### src/rtl/rr_sched_pkg.sv
// rtl/rr_sched_pkg.sv - shared sizes and state encoding for the round-robin grant scheduler
package rr_sched_pkg;
    localparam int N_REQ = 8;
    localparam int IDX_W = 3;

    typedef enum logic [1:0] {
        IDLE  = 2'd0,
        GRANT = 2'd1,
        GAP   = 2'd2
    } state_t;
endpackage

### src/rtl/onehot_dec3.sv
// rtl/onehot_dec3.sv - 3-bit index to 8-bit one-hot decoder with enable
module onehot_dec3 (
    input  logic [2:0] idx,
    input  logic       en,
    output logic [7:0] onehot
);
    assign onehot = en ? (8'b0000_0001 << idx) : 8'h00;
endmodule

### src/rtl/rr_grant_sched.sv
// rtl/rr_grant_sched.sv - 8-way round-robin grant scheduler with bounded hold time
module rr_grant_sched #(
    parameter int MAX_HOLD = 4
) (
    input  logic       clk,
    input  logic       rst,
    input  logic       en,
    input  logic [7:0] req,
    output logic [7:0] grant,
    output logic [2:0] gnt_idx,
    output logic       gnt_valid
);
    import rr_sched_pkg::*;

    localparam logic [3:0] MAX_CNT = 4'(MAX_HOLD);

    state_t           state;
    logic [IDX_W-1:0] last_idx;
    logic [3:0]       hold_cnt;

    logic [IDX_W-1:0] win_idx;
    logic             win_found;
    logic [IDX_W-1:0] cand;
    logic [N_REQ-1:0] holder_mask;
    logic             holder_req;
    logic             others_req;

    // Search begins just past the last holder; i == N_REQ revisits the holder itself last.
    always_comb begin
        win_found = 1'b0;
        win_idx   = last_idx;
        cand      = last_idx;
        for (int i = 1; i <= N_REQ; i++) begin
            cand = last_idx + IDX_W'(i);
            if (!win_found && req[cand]) begin
                win_found = 1'b1;
                win_idx   = cand;
            end
        end
    end

    assign holder_mask = N_REQ'(1) << last_idx;
    assign holder_req  = req[last_idx];
    assign others_req  = |(req & ~holder_mask);

    always_ff @(posedge clk) begin
        if (rst) begin
            state    <= IDLE;
            last_idx <= 3'd7;
            hold_cnt <= 4'd0;
        end else if (!en) begin
            state    <= IDLE;
            hold_cnt <= 4'd0;
        end else begin
            case (state)
                IDLE, GAP: begin
                    if (win_found) begin
                        state    <= GRANT;
                        last_idx <= win_idx;
                        hold_cnt <= 4'd1;
                    end else begin
                        state    <= IDLE;
                        hold_cnt <= 4'd0;
                    end
                end
                GRANT: begin
                    // A lone requester keeps the grant past MAX_HOLD; rotation only when someone waits.
                    if (!holder_req || (hold_cnt == MAX_CNT && others_req)) begin
                        state    <= GAP;
                        hold_cnt <= 4'd0;
                    end else if (hold_cnt != MAX_CNT) begin
                        hold_cnt <= hold_cnt + 4'd1;
                    end
                end
                default: begin
                    state    <= IDLE;
                    hold_cnt <= 4'd0;
                end
            endcase
        end
    end

    assign gnt_valid = (state == GRANT);
    assign gnt_idx   = last_idx;

    onehot_dec3 u_dec (
        .idx    (gnt_idx),
        .en     (gnt_valid),
        .onehot (grant)
    );
endmodule

### config.mk
export PLATFORM = sky130hd
export DESIGN_NAME = rr_grant_sched
export DESIGN_NICKNAME = d
export VERILOG_FILES = /design/src/rtl/rr_sched_pkg.sv /design/src/rtl/onehot_dec3.sv /design/src/rtl/rr_grant_sched.sv
export SDC_FILE = /design/constraint.sdc
export NUM_CORES = 1
export LEC_CHECK = 0
export BUFFER_PORTS_ARGS = -buffer_cell sky130_fd_sc_hd__buf_2
export CAP_MARGIN = 10
export CORE_UTILIZATION = 25
export DETAILED_ROUTE_END_ITERATION = 10
export GPL_TIMING_DRIVEN = 0
export PLACE_DENSITY_LB_ADDON = 0.25
export SYNTH_ARGS = -nofsm -noshare
export SYNTH_HDL_FRONTEND = slang
export SYNTH_SLANG_ARGS = --single-unit
export TNS_END_PERCENT = 30
### constraint.sdc
create_clock -name clk -period 2.7 [get_ports clk]
set_input_delay 0.54 -clock clk [delete_from_list [all_inputs] [get_ports clk]]
set_output_delay 0.54 -clock clk [all_outputs]
set_load 0.02 [all_outputs]
After elaboration in Yosys (flattened, before gate mapping)

Cells that the tools add are included.

Register bits: 9
Input port bits: 11
Output and inout port bits: 12
Logic and storage cells: 92

Add/subtract/negate cells: 8
Order comparisons: 8
Eq/ne operators: 6
Shift-type cells: 1
Mux-type cells: 39
Bitwise operators: 4
Reduce and logical (&&, ||, !) cells: 23

Operator list:

| cell                                                                   | count |
|---|---|
| 3-bit by 4-bit < comparator with 1-bit output (second input constant)  | 8 |
| 1-bit binary-select mux with 3-bit select                              | 8 |
| 3-bit two-way mux                                                      | 7 |
| 1-bit two-way mux                                                      | 18 |
| 3-bit adder (second input constant)                                    | 4 |
| 8-bit bitwise AND                                                      | 1 |
| 1-bit logical AND                                                      | 8 |
| 1-bit zero test                                                        | 8 |
| 4-bit two-way mux                                                      | 2 |
| 8-bit two-way mux                                                      | 1 |
| 8-bit NOT                                                              | 1 |
| 4-bit one-hot mux with 2 select lines                                  | 1 |
| 8-bit OR reduction                                                     | 1 |
| 1-bit by 3-bit << shifter with 8-bit output (first input constant)     | 1 |
| 7-bit nonzero test                                                     | 1 |
| 3-bit by 2-bit adder with 3-bit output (second input constant)         | 2 |
| 5-bit AND reduction                                                    | 1 |
| 4-bit by 1-bit adder with 4-bit output (second input constant)         | 1 |
| 4-bit by 3-bit equality test with 1-bit output (second input constant) | 1 |
| 4-bit by 3-bit != test with 1-bit output (second input constant)       | 1 |
| 2-bit one-hot mux with 2 select lines                                  | 1 |
| 2-bit OR reduction                                                     | 2 |
| 3-bit by 1-bit adder with 3-bit output (second input constant)         | 1 |
| 3-bit != test (second input constant)                                  | 1 |
| other kinds (7)                                                        | 8 |

Logic depth before layout (Yosys ltp)

Gate-level depths: netlist of the first run.

Depth after elaboration: 27
Gate-level depth with buffers: 13

Modules after synthesis

Synthesis of the first run repeated with hierarchy kept, for this count alone.

Cells, all modules: 169
Area, all modules: 1,595.3 um^2

By module, submodules not included:

| module         | times used | cells an instance | area each (um^2) | sequential area each (um^2) |
|---|---|---|---|---|
| rr_grant_sched | 1          | 161               | 1,500.2          | 180.2 |
| onehot_dec3    | 1          | 8                 | 95.1             | 0.0 |

Least setup slack after synthesis of the first run

OpenSTA, ideal clock, no wires.

Path type: register -> register
Start point: reg last_idx[1] (netlist: gnt_idx[1])
End point: reg last_idx[1] (netlist: gnt_idx[1])
Setup time: 0.122 ns
Arrival: 2.847 ns
Data required time: 2.578 ns
Slack: -0.269 ns
Stages on the path, launching flop included: 13
Buffers on the path: 4
Clock period less this slack: 2.969 ns
Path through: dfxtp_1 > buf_6 > buf_6 > inv_1 > ha_1 > clkbuf_1 > mux4_2 > mux2i_1 > and3_1 > buf_6 > nand4b_4 > o211a_1 > o32a_1

Cells in the longest elaborated chain, start to end: 26

Ends and longest elaborated chain:

| element                                               | RTL line             | RTL |
|---|---|---|
| start: declaration                                    | rr_grant_sched.sv:18 | `logic [IDX_W-1:0] last_idx;` |
| start signal: assignment                              | rr_grant_sched.sv:59 | `last_idx <= win_idx;` |
| 3-bit by 1-bit adder with 3-bit output                | rr_grant_sched.sv:34 | `cand = last_idx + IDX_W'(i);` |
| 1-bit binary-select mux with 3-bit select             | rr_grant_sched.sv:35 | `if (!win_found && req[cand]) begin` |
| 1-bit two-way mux (not written as such)               | rr_grant_sched.sv:35 |  |
| 1-bit two-way mux                                     | rr_grant_sched.sv:35 |  |
| 1-bit zero test                                       | rr_grant_sched.sv:35 |  |
| 1-bit logical AND                                     | rr_grant_sched.sv:35 |  |
| 1-bit two-way mux                                     | rr_grant_sched.sv:35 |  |
| 1-bit zero test                                       | rr_grant_sched.sv:35 |  |
| [10 not listed]                                       | --                   |  |
| 1-bit two-way mux                                     | rr_grant_sched.sv:35 |  |
| 1-bit zero test                                       | rr_grant_sched.sv:35 |  |
| 1-bit logical AND                                     | rr_grant_sched.sv:35 |  |
| 1-bit two-way mux                                     | rr_grant_sched.sv:35 |  |
| 1-bit zero test                                       | rr_grant_sched.sv:35 |  |
| 1-bit logical AND                                     | rr_grant_sched.sv:35 |  |
| 1-bit two-way mux / 1-bit NOT (equally long branches) | --                   |  |
| 5-bit AND reduction (no line)                         | --                   |  |

Several ways; a longest one is shown, not always the timed one. The select of a mux whose other input is x is not followed.
A chain may end at the register's enable or synchronous reset.

Worst setup path in the final report of the first run

Same ends and word-level chain as after synthesis.

==> impl_metrics.ini, run 1 <==
[clocking]
ctsHoldBuffers = 0
htreeDepth = 1
cts_inserted_buffers = 3
root_buffer = clkbuf_8
cts_tree = built
clockBufferDepth = 2
clk_latency_ns = 0.23
cts_sinks = 9
clk_pin_slew_ns = 0.05

[drt]
drt-total-wl_mm = 4.171
ant_nets = 0
dr.pass1.iters = 4
num_vias = 1423
wl_per_cell_um = 15.00
first_iter_violations = 53
drc = 0
viasPerCell = 5.119

[layout]
fin_area_um2 = 1869
antenna_cells = 0
fin_cells = 278
final_core_util_pct = 33.74
area_growth_pct = 29.80
final_nets = 227
drive_above_1_share_pct = 38.83

[setup_path]
crit_arrival_ns = 2.72
worst_ep_required_time_ns = 2.82
path_class = reg -> reg
start_kind = flop
path_max_fanout = 7
cp-end-kind = flop

[synthesis]
synth-edff-count = 0
yosys_warnings = 0
ys.flop_type = dfxtp_1
syn-num-nets = 186
yosys.area.top_type_share_pct = 12.51
synthArstFlopShare_pct = 0
netlist_top_cells_area = dfxtp_1, mux4_2, ha_1
yosysUniqueCellTypes = 45
synth_area_per_cell_um2 = 8.675
synth_seq_cells = 9
synth_area_um2 = 1440
synth_top_cell_by_area = dfxtp_1
seq_area_frac_synth_pct = 12.51
postSynthCellCount = 166

[placed_design]
dpl_cell_area_um2 = 1645
placed_cells = 259
dpl.hpwl_mm = 3.078
gp_congestion = 0.7739
port_buffers = 21

[grt]
grt_pass1_wl_mm = 6.941
grt_max_degree = 12
grt_overflow = 0
antenna_found_initial = 0
grt_pass1_vias = 1358
grt_use_total_pct = 14.22

[sta]
setup_tns_ns = 0
relSlewSlack_pct = 71.91
worstMarginPinSlew_ns = 0.4096
clock_skew_ns = 0.009062
setup_viol = 0
fmax_mhz = 384.6
finalHoldViolCount = 0
fin_crit_sh_pct = 96.29
fin_crit_ns = 2.600
drv_slew = 0
rsz0062_at_grt = yes

[die]
rows = 27
fp.dieW_um = 77.90
die_h_um = 77.90
core-area_um2 = 5540
initial_utilization_pct = 25.99
ios = 23
dieArea_um2 = 6068

[power]
finalPower_mw = 1.967
p_leak_nw = 0.8271
power_per_cell_area_nw_per_um2 = 1052
ir_drop_mv = 0.3043

[worst_hold_path]
hold_path.class = reg -> reg

[run_status]
status = finished clean

[run]
drv_cap = 0
## worst max-delay path, cell delays in order, from the launching register on
cell	delay, ns
dfxtp_4	0.37
buf_8	0.12
clkinvlp_4	0.13
ha_4	0.29
buf_6	0.12
mux4_2	0.35
mux2i_2	0.21
and3_1	0.20
buf_6	0.12
nand4b_4	0.12
o211a_1	0.18
o32a_1	0.28
## synth_stat cells (4+ instances only)
cell / number
a21oi_1: 7
a31oi_1: 5
and3_1: 11
buf_6: 4
clkbuf_1: 6
dfxtp_1: 9
ha_1: 9
inv_1: 11
mux2_2: 9
mux2i_1: 10
mux4_2: 8
nand2_1: 13
nand3_1: 5
nor2_1: 8
o21ai_0: 7
## per-layer routing
layer / track usage, % / part of all wire (%) / vias up
met5: 0 / 0 / -
met4: 3.148 / 0.17 / 0
met3: 0.3529 / 3.1 / 2
met2: 24.16 / 49 / 32
met1: 19.94 / 48 / 683
li1: - / - / 706
## cell usage in the layout, fill, tap and decap left out, drive strengths merged, types with 3 or more instances in the layout
cell	count
buf	42
nand2	13
and3	11
mux2i	10
inv	9
mux2	9
ha	9
dfxtp	9
nor2	8
mux4	8
o21ai	8
clkbuf	8
a21oi	7
a31oi	6
nand3	5
xnor2	4
and2	3
a211oi	3
## cell type report
| class | count | area (um^2) |
|---|---|---|
| Inverter | 11 | 48.80 |
| Fill cell | 610 | 3671 |
| Buffer | 10 | 77.57 |
| Clock inverter | 1 | 5.005 |
| Clock buffer | 3 | 41.29 |
| Tap cell | 72 | 90.09 |
| Sequential cell | 9 | 185.2 |
| Multi-Input combinational cell | 135 | 1196 |
| Timing Repair Buffer | 37 | 225.2 |
## per-stage QoR
stage | worst slack (ns) | hold slack [ns]
after floorplan | 0.007779 | 0.5127
after global placement | -0.3431 | 0.5438
after detailed placement | -0.2996 | 0.5494
after CTS | 0.003508 | 0.5624
after global routing | -0.04588 | 0.6179
final | 0.1002 | 0.5633
## final timing paths
path          startpoint          end  slack (ns)  cells after the start
max           gnt_idx[1]   gnt_idx[1]        0.10                     11
min          hold_cnt[3]  hold_cnt[3]        0.56                      3
max reg2reg   gnt_idx[1]   gnt_idx[1]        0.10                     11
min reg2reg  hold_cnt[3]  hold_cnt[3]        0.56                      3
## cells by family after synthesis
family	Yosys count	synth area share (%)
buffers and inverters	22	7.906
xor gates and xnor gates	4	2.955
and+or+nand+nor	53	20.24
adders and majority gates	9	7.819
DFF	9	12.51
muxes	27	26.50
AOI/OAI and AO/OA	42	22.07
## registers in the layout (all words and copies together) (netlist names)
signal / cells
state: 2
hold_cnt: 4
gnt_idx: 3
## what timing repair did
action | 4_1_cts | 5_1_grt
setup buffers | 8 | 8
resized for setup | 11 | 7
setup endpoints to repair | 5 | 5
pin swaps | 0 | 2
## power breakdown
| group | leakage (nW) | internal, mW | switching [mW] | total, mW |
|---|---|---|---|---|
| combinational | 0.728 | 0.790 | 0.841 | 1.63 |
| clock | 0.0255 | 0.101 | 0.0537 | 0.154 |
| sequential | 0.0735 | 0.157 | 0.0241 | 0.182 |
| total | 0.827 | 1.05 | 0.919 | 1.97 |
No activity file was read; power rests on OpenSTA's default activity.
==> run 2: changes to the inputs <==
--- a/config.mk
+++ b/config.mk
@@ -7,6 +7,9 @@
 export LEC_CHECK = 0
 export BUFFER_PORTS_ARGS = -buffer_cell sky130_fd_sc_hd__buf_2
 export CAP_MARGIN = 10
+export CELL_PAD_IN_SITES_DETAIL_PLACEMENT = 0
+export CELL_PAD_IN_SITES_GLOBAL_PLACEMENT = 1
+export CORE_MARGIN = 2
 export CORE_UTILIZATION = 25
 export DETAILED_ROUTE_END_ITERATION = 10
 export GPL_TIMING_DRIVEN = 0
==> impl_metrics.ini, run 2 (same netlist as run 1, synthesis figures left out) <==
[run_status]
status = finished clean

[clocking]
cts_inserted_buffers = 3
htreeDepth = 1
clockBufferDepth = 2
ctsHoldBuffers = 0
root_buffer = clkbuf_8
cts_tree = built
clk_pin_slew_ns = 0.04
clk_latency_ns = 0.23
cts_sinks = 9

[layout]
drive_above_1_share_pct = 37.13
top_register = hold_cnt
area_growth_pct = 27.54
num-fill-cells = 599
layout_commonest_cell = buf_2
mostFrequentLayoutCells = buf_2, nand2_1, buf_4
largest_reg_flops = 4
antenna_cells = 0
final_nets = 223

[grt]
met2_usage_pct = 21.17
grt_pass1_vias = 1290
grt_pass1_wl_mm = 6.775
antenna_found_initial = 0
grt_overflow = 0
busiest_layer = met2
grt_max_degree = 12
grtUsageMet3_pct = 0.4525
use_met1_pct = 20.00
grt_use_total_pct = 13.38

[setup_path]
crit_arrival_ns = 2.70
path_delay_family = multiplexers
cp-end-kind = flop
worst_path_largest_cell_delay_ns = 0.36
path_max_fanout = 8
path_class = reg -> reg
cp_slowest_cell = dfxtp_4
rrSetupSlack_ns = 0.11
r2r-start = gnt_idx[1]
reg2reg_to = gnt_idx[1]
rr_worst_depth = 9
start_kind = flop
crit_chain = buf_8, clkinvlp_4, ha_4, mux4_2, mux2_4, a31oi_4, nand4b_4, o211a_1, o32a_1
worst_ep_required_time_ns = 2.81
worst-path-buf-inv = 2

[placed_design]
place_ws_ns = -0.3267
gp_congestion = 0.7649
dpl.hpwl_mm = 3.122
port_buffers = 21

[sta]
fin_ws_ns = 0.1136
clock_skew_ns = 0.0005838
drv_slew = 0
relSlewSlack_pct = 68.89
rsz0062_at_grt = no
finalHoldViolCount = 0
fin_crit_ns = 2.586
setup_viol = 0
worstMarginPinSlew_ns = 0.4644
fmax_mhz = 386.6
fin_crit_sh_pct = 95.79

[drt]
num_vias = 1407
ant_nets = 0
viasPerCell = 5.135
dr.pass1.iters = 4
first_iter_violations = 37
wl_per_cell_um = 14.96
drc = 0
drt-total-wl_mm = 4.098

[power]
ir_drop_mv = 0.3095
p_leak_nw = 0.8082
finalPower_mw = 1.921
power_per_cell_area_nw_per_um2 = 1046

[worst_hold_path]
hold_path.class = reg -> reg
hold_path_depth = 3
hold_end = hold_cnt[3]
hold_start = hold_cnt[3]

[die]
die_h_um = 79.90
initial_utilization_pct = 25.99
dieArea_um2 = 6384
rows = 27
ios = 23
core-area_um2 = 5540
fp.dieW_um = 79.90

[run]
drv_cap = 0
## run 2: worst register-to-register path, cell delays in order, from the launching register on
cell	delay [ns]
dfxtp_4	0.36
buf_8	0.11
clkinvlp_4	0.12
ha_4	0.36
mux4_2	0.36
mux2_4	0.32
a31oi_4	0.21
nand4b_4	0.14
o211a_1	0.18
o32a_1	0.29
## run 2: routing by layer
layer / up-vias / share of wire, %
met3: 4 / 5.1
met5: - / 0
met1: 668 / 48
li1: 698 / -
met2: 37 / 47
met4: 0 / 0.56
## run 2: timing repair
action / in CTS / in global routing
setup endpoints to repair: 5 / 4
buffers inserted: 7 / 6
pin swaps: 0 / 2
cloned: 0 / 0
resized for setup: 12 / 7
## run 2: how the worst max path moves through the flow
stage                          start          to  slack [ns]  cells past startpoint
after detailed placement  gnt_idx[1]  gnt_idx[2]       -0.33                     12
after floorplan           gnt_idx[1]  gnt_idx[1]       0.008                     11
after global routing      gnt_idx[2]  gnt_idx[2]       0.004                      9
after global placement    gnt_idx[1]  gnt_idx[1]       -0.35                     12
after CTS                 gnt_idx[1]  gnt_idx[1]        0.01                     10
final                     gnt_idx[1]  gnt_idx[1]        0.11                      9
## run 2: final cells by class
cell class,instances,area (um^2),area share (%)
clock buffer,4,45.04,2.452
tap,72,90.09,4.905
multi-input combinational,135,1196,65.12
timing repair buffer,34,202.7,11.04
buffer,9,66.31,3.610
inverter,11,48.80,2.657
sequential,9,187.7,10.22
## run 2: report_power, final
group | switching (mW) | total, mW | internal (mW)
clock | 0.0513 | 0.154 | 0.103
sequential | 0.0223 | 0.183 | 0.160
combinational | 0.829 | 1.58 | 0.756
total | 0.902 | 1.92 | 1.02
## run 2: metrics by stage
stage | instance area [um^2] | instances | hold slack [ns] | setup TNS [ns] | util [%]
CTS | 1778 | 269 | 0.5484 | 0 | 32.09
finish | 1837 | 274 | 0.5462 | 0 | 33.15
global placement | 1645 | 259 | 0.5393 | -1.468 | 29.70
global route | 1837 | 274 | 0.5909 | 0 | 33.15
floorplan | 1450 | 166 | 0.5127 | 0 | -
detailed placement | 1645 | 259 | 0.5351 | -1.347 | 29.70
==> run 3: changes to the inputs <==
--- a/config.mk
+++ b/config.mk
@@ -16,5 +16,6 @@
 export PLACE_DENSITY_LB_ADDON = 0.25
 export SYNTH_ARGS = -nofsm -noshare
 export SYNTH_HDL_FRONTEND = slang
+export SYNTH_HIERARCHICAL = 1
 export SYNTH_SLANG_ARGS = --single-unit
 export TNS_END_PERCENT = 30
==> impl_metrics.ini, run 3 <==
[drt]
viasPerCell = 5.331
first_iter_violations = 72
num_vias = 1498
drc = 0
wl_per_cell_um = 16.41
ant_nets = 0
dr.pass1.iters = 4
drt-total-wl_mm = 4.611

[synthesis]
synth_top_cell_by_area = mux4_2
netlist_top_cells_area = mux4_2, dfxtp_1, ha_1
seq_area_frac_synth_pct = 11.29
synth_seq_cells = 9
ys.flop_type = dfxtp_1
yosys-top-cells-count = nor2_1, a21oi_1, mux4_2, nand2_1
postSynthCellCount = 169
synth-edff-count = 0
yosysUniqueCellTypes = 56
yosys_warnings = 6
yosys.area.top_type_share_pct = 16.94
synthArstFlopShare_pct = 0
yosysMostFrequentCell = nor2_1
synth_area_per_cell_um2 = 9.440
synth_area_um2 = 1595
syn-num-nets = 189

[grt]
grt_pass1_wl_mm = 7.493
grt_pass1_vias = 1403
grt_max_degree = 15
antenna_found_initial = 0
grt_overflow = 0
grt_use_total_pct = 13.27

[clocking]
htreeDepth = 1
cts_sinks = 9
clockBufferDepth = 2
root_buffer = clkbuf_8
ctsHoldBuffers = 0
cts_tree = built
clk_pin_slew_ns = 0.05
cts_inserted_buffers = 3
clk_latency_ns = 0.24

[die]
core-area_um2 = 6277
fp.dieW_um = 83.88
ios = 23
initial_utilization_pct = 25.41
rows = 29
dieArea_um2 = 7036
die_h_um = 83.88

[sta]
finalHoldViolCount = 0
fin_crit_sh_pct = 96.30
clock_skew_ns = 0.005991
worstMarginPinSlew_ns = 0.3475
fmax_mhz = 384.6
relSlewSlack_pct = 76.37
rsz0062_at_grt = yes
setup_tns_ns = 0
setup_viol = 0
drv_slew = 0
fin_crit_ns = 2.600

[placed_design]
port_buffers = 19
dpl.hpwl_mm = 3.235
dpl_cell_area_um2 = 1859
gp_congestion = 0.7680

[layout]
layout_commonest_cell = buf_2
mostFrequentLayoutCells = buf_2, buf_4, nor2_1, mux4_2, a21oi_1
largest_reg_flops = 4
final_nets = 225
antenna_cells = 0
area_growth_pct = 31.45
drive_above_1_share_pct = 44.12
fin_area_um2 = 2097
top_register = hold_cnt

[run_status]
status = finished clean

[setup_path]
crit_top_cell = o32ai_1
cp-end-kind = flop
cp_slowest_cell = mux4_2
worst_path_largest_cell_delay_ns = 0.53
path_class = reg -> reg
crit_arrival_ns = 2.72
worst_ep_required_time_ns = 2.82
path_max_fanout = 10
start_kind = flop
crit_chain = buf_12, inv_8, ha_4, buf_8, mux4_2, mux2i_4, buf_4, o32ai_1, a22oi_1, o32ai_1, nand2_1, nand4_1

[run]
drv_cap = 0

[worst_hold_path]
hold_path.class = reg -> reg

[power]
power_per_cell_area_nw_per_um2 = 1403
ir_drop_mv = 0.5182
p_leak_nw = 0.8893
finalPower_mw = 2.943
## run 3: kinds of logic after synthesis
kind of cell / count (synthesis) / share of synthesized area (%)
compound gates: 35 / 15.53
xor+xnor: 4 / 2.196
buf+inv: 21 / 8.078
flops: 9 / 11.29
mux: 31 / 32.00
simple gates: 60 / 23.84
fa+ha+maj: 9 / 7.059
## run 3: repair_timing
action / 4_1_cts / 5_1_grt
setup buffers: 10 / 4
pin swaps: 2 / 5
endpoints found under the setup margin: 5 / 5
resized for setup: 12 / 10
## run 3: metal layers
layer	vias to the layer above	track usage, %	wire length, um
met4	0	2.933	43
met3	6	1.385	189
li1	724	-	-
met5	-	0	0
met1	722	19.07	2264
met2	46	21.45	2113
## run 3: report_power, final
group / switching, mW / internal (mW)
clock: 0.0567 / 0.101
sequential: 0.0669 / 0.173
combinational: 1.27 / 1.28
## run 3: final timing paths
path,cells after the start,slack (ns),end,from
max,12,0.1,gnt_idx[2],gnt_idx[1]
min,2,0.53,hold_cnt[3],hold_cnt[3]
max reg2reg,12,0.1,gnt_idx[2],gnt_idx[1]
min reg2reg,2,0.53,hold_cnt[3],hold_cnt[3]
## run 3: worst max-delay path: cells and delay by family, from the launching register on
kind                     cells  cell delay (ns)
flip-flops                   1             0.37
AO/OA/AOI/OAI                3             0.40
multiplexers                 2             0.74
buffers and inverters        4             0.47
AND/OR/NAND/NOR              2             0.16
adder cells (fa/ha/maj)      1             0.33
## run 3: final cells by class
| class | instances | area, um^2 |
|---|---|---|
| Timing Repair Buffer | 33 | 200.2 |
| Inverter | 11 | 61.31 |
| Buffer | 8 | 91.34 |
| Multi-Input combinational cell | 139 | 1410 |
| Clock inverter | 1 | 5.005 |
| Clock buffer | 3 | 41.29 |
| Fill cell | 660 | 4180 |
| Sequential cell | 9 | 191.4 |
| Tap cell | 77 | 96.34 |
## run 3: through the flow
step	std cells	hold slack, ns	utilization (%)	worst slack (ns)
floorplan	169	0.4950	-	-0.03725
global placement	265	0.5321	29.62	-0.4107
finish	281	0.5310	33.41	0.09982
CTS	278	0.5299	32.57	0.0005282
detailed placement	265	0.5274	29.62	-0.3538
global route	281	0.5561	33.41	-0.01791
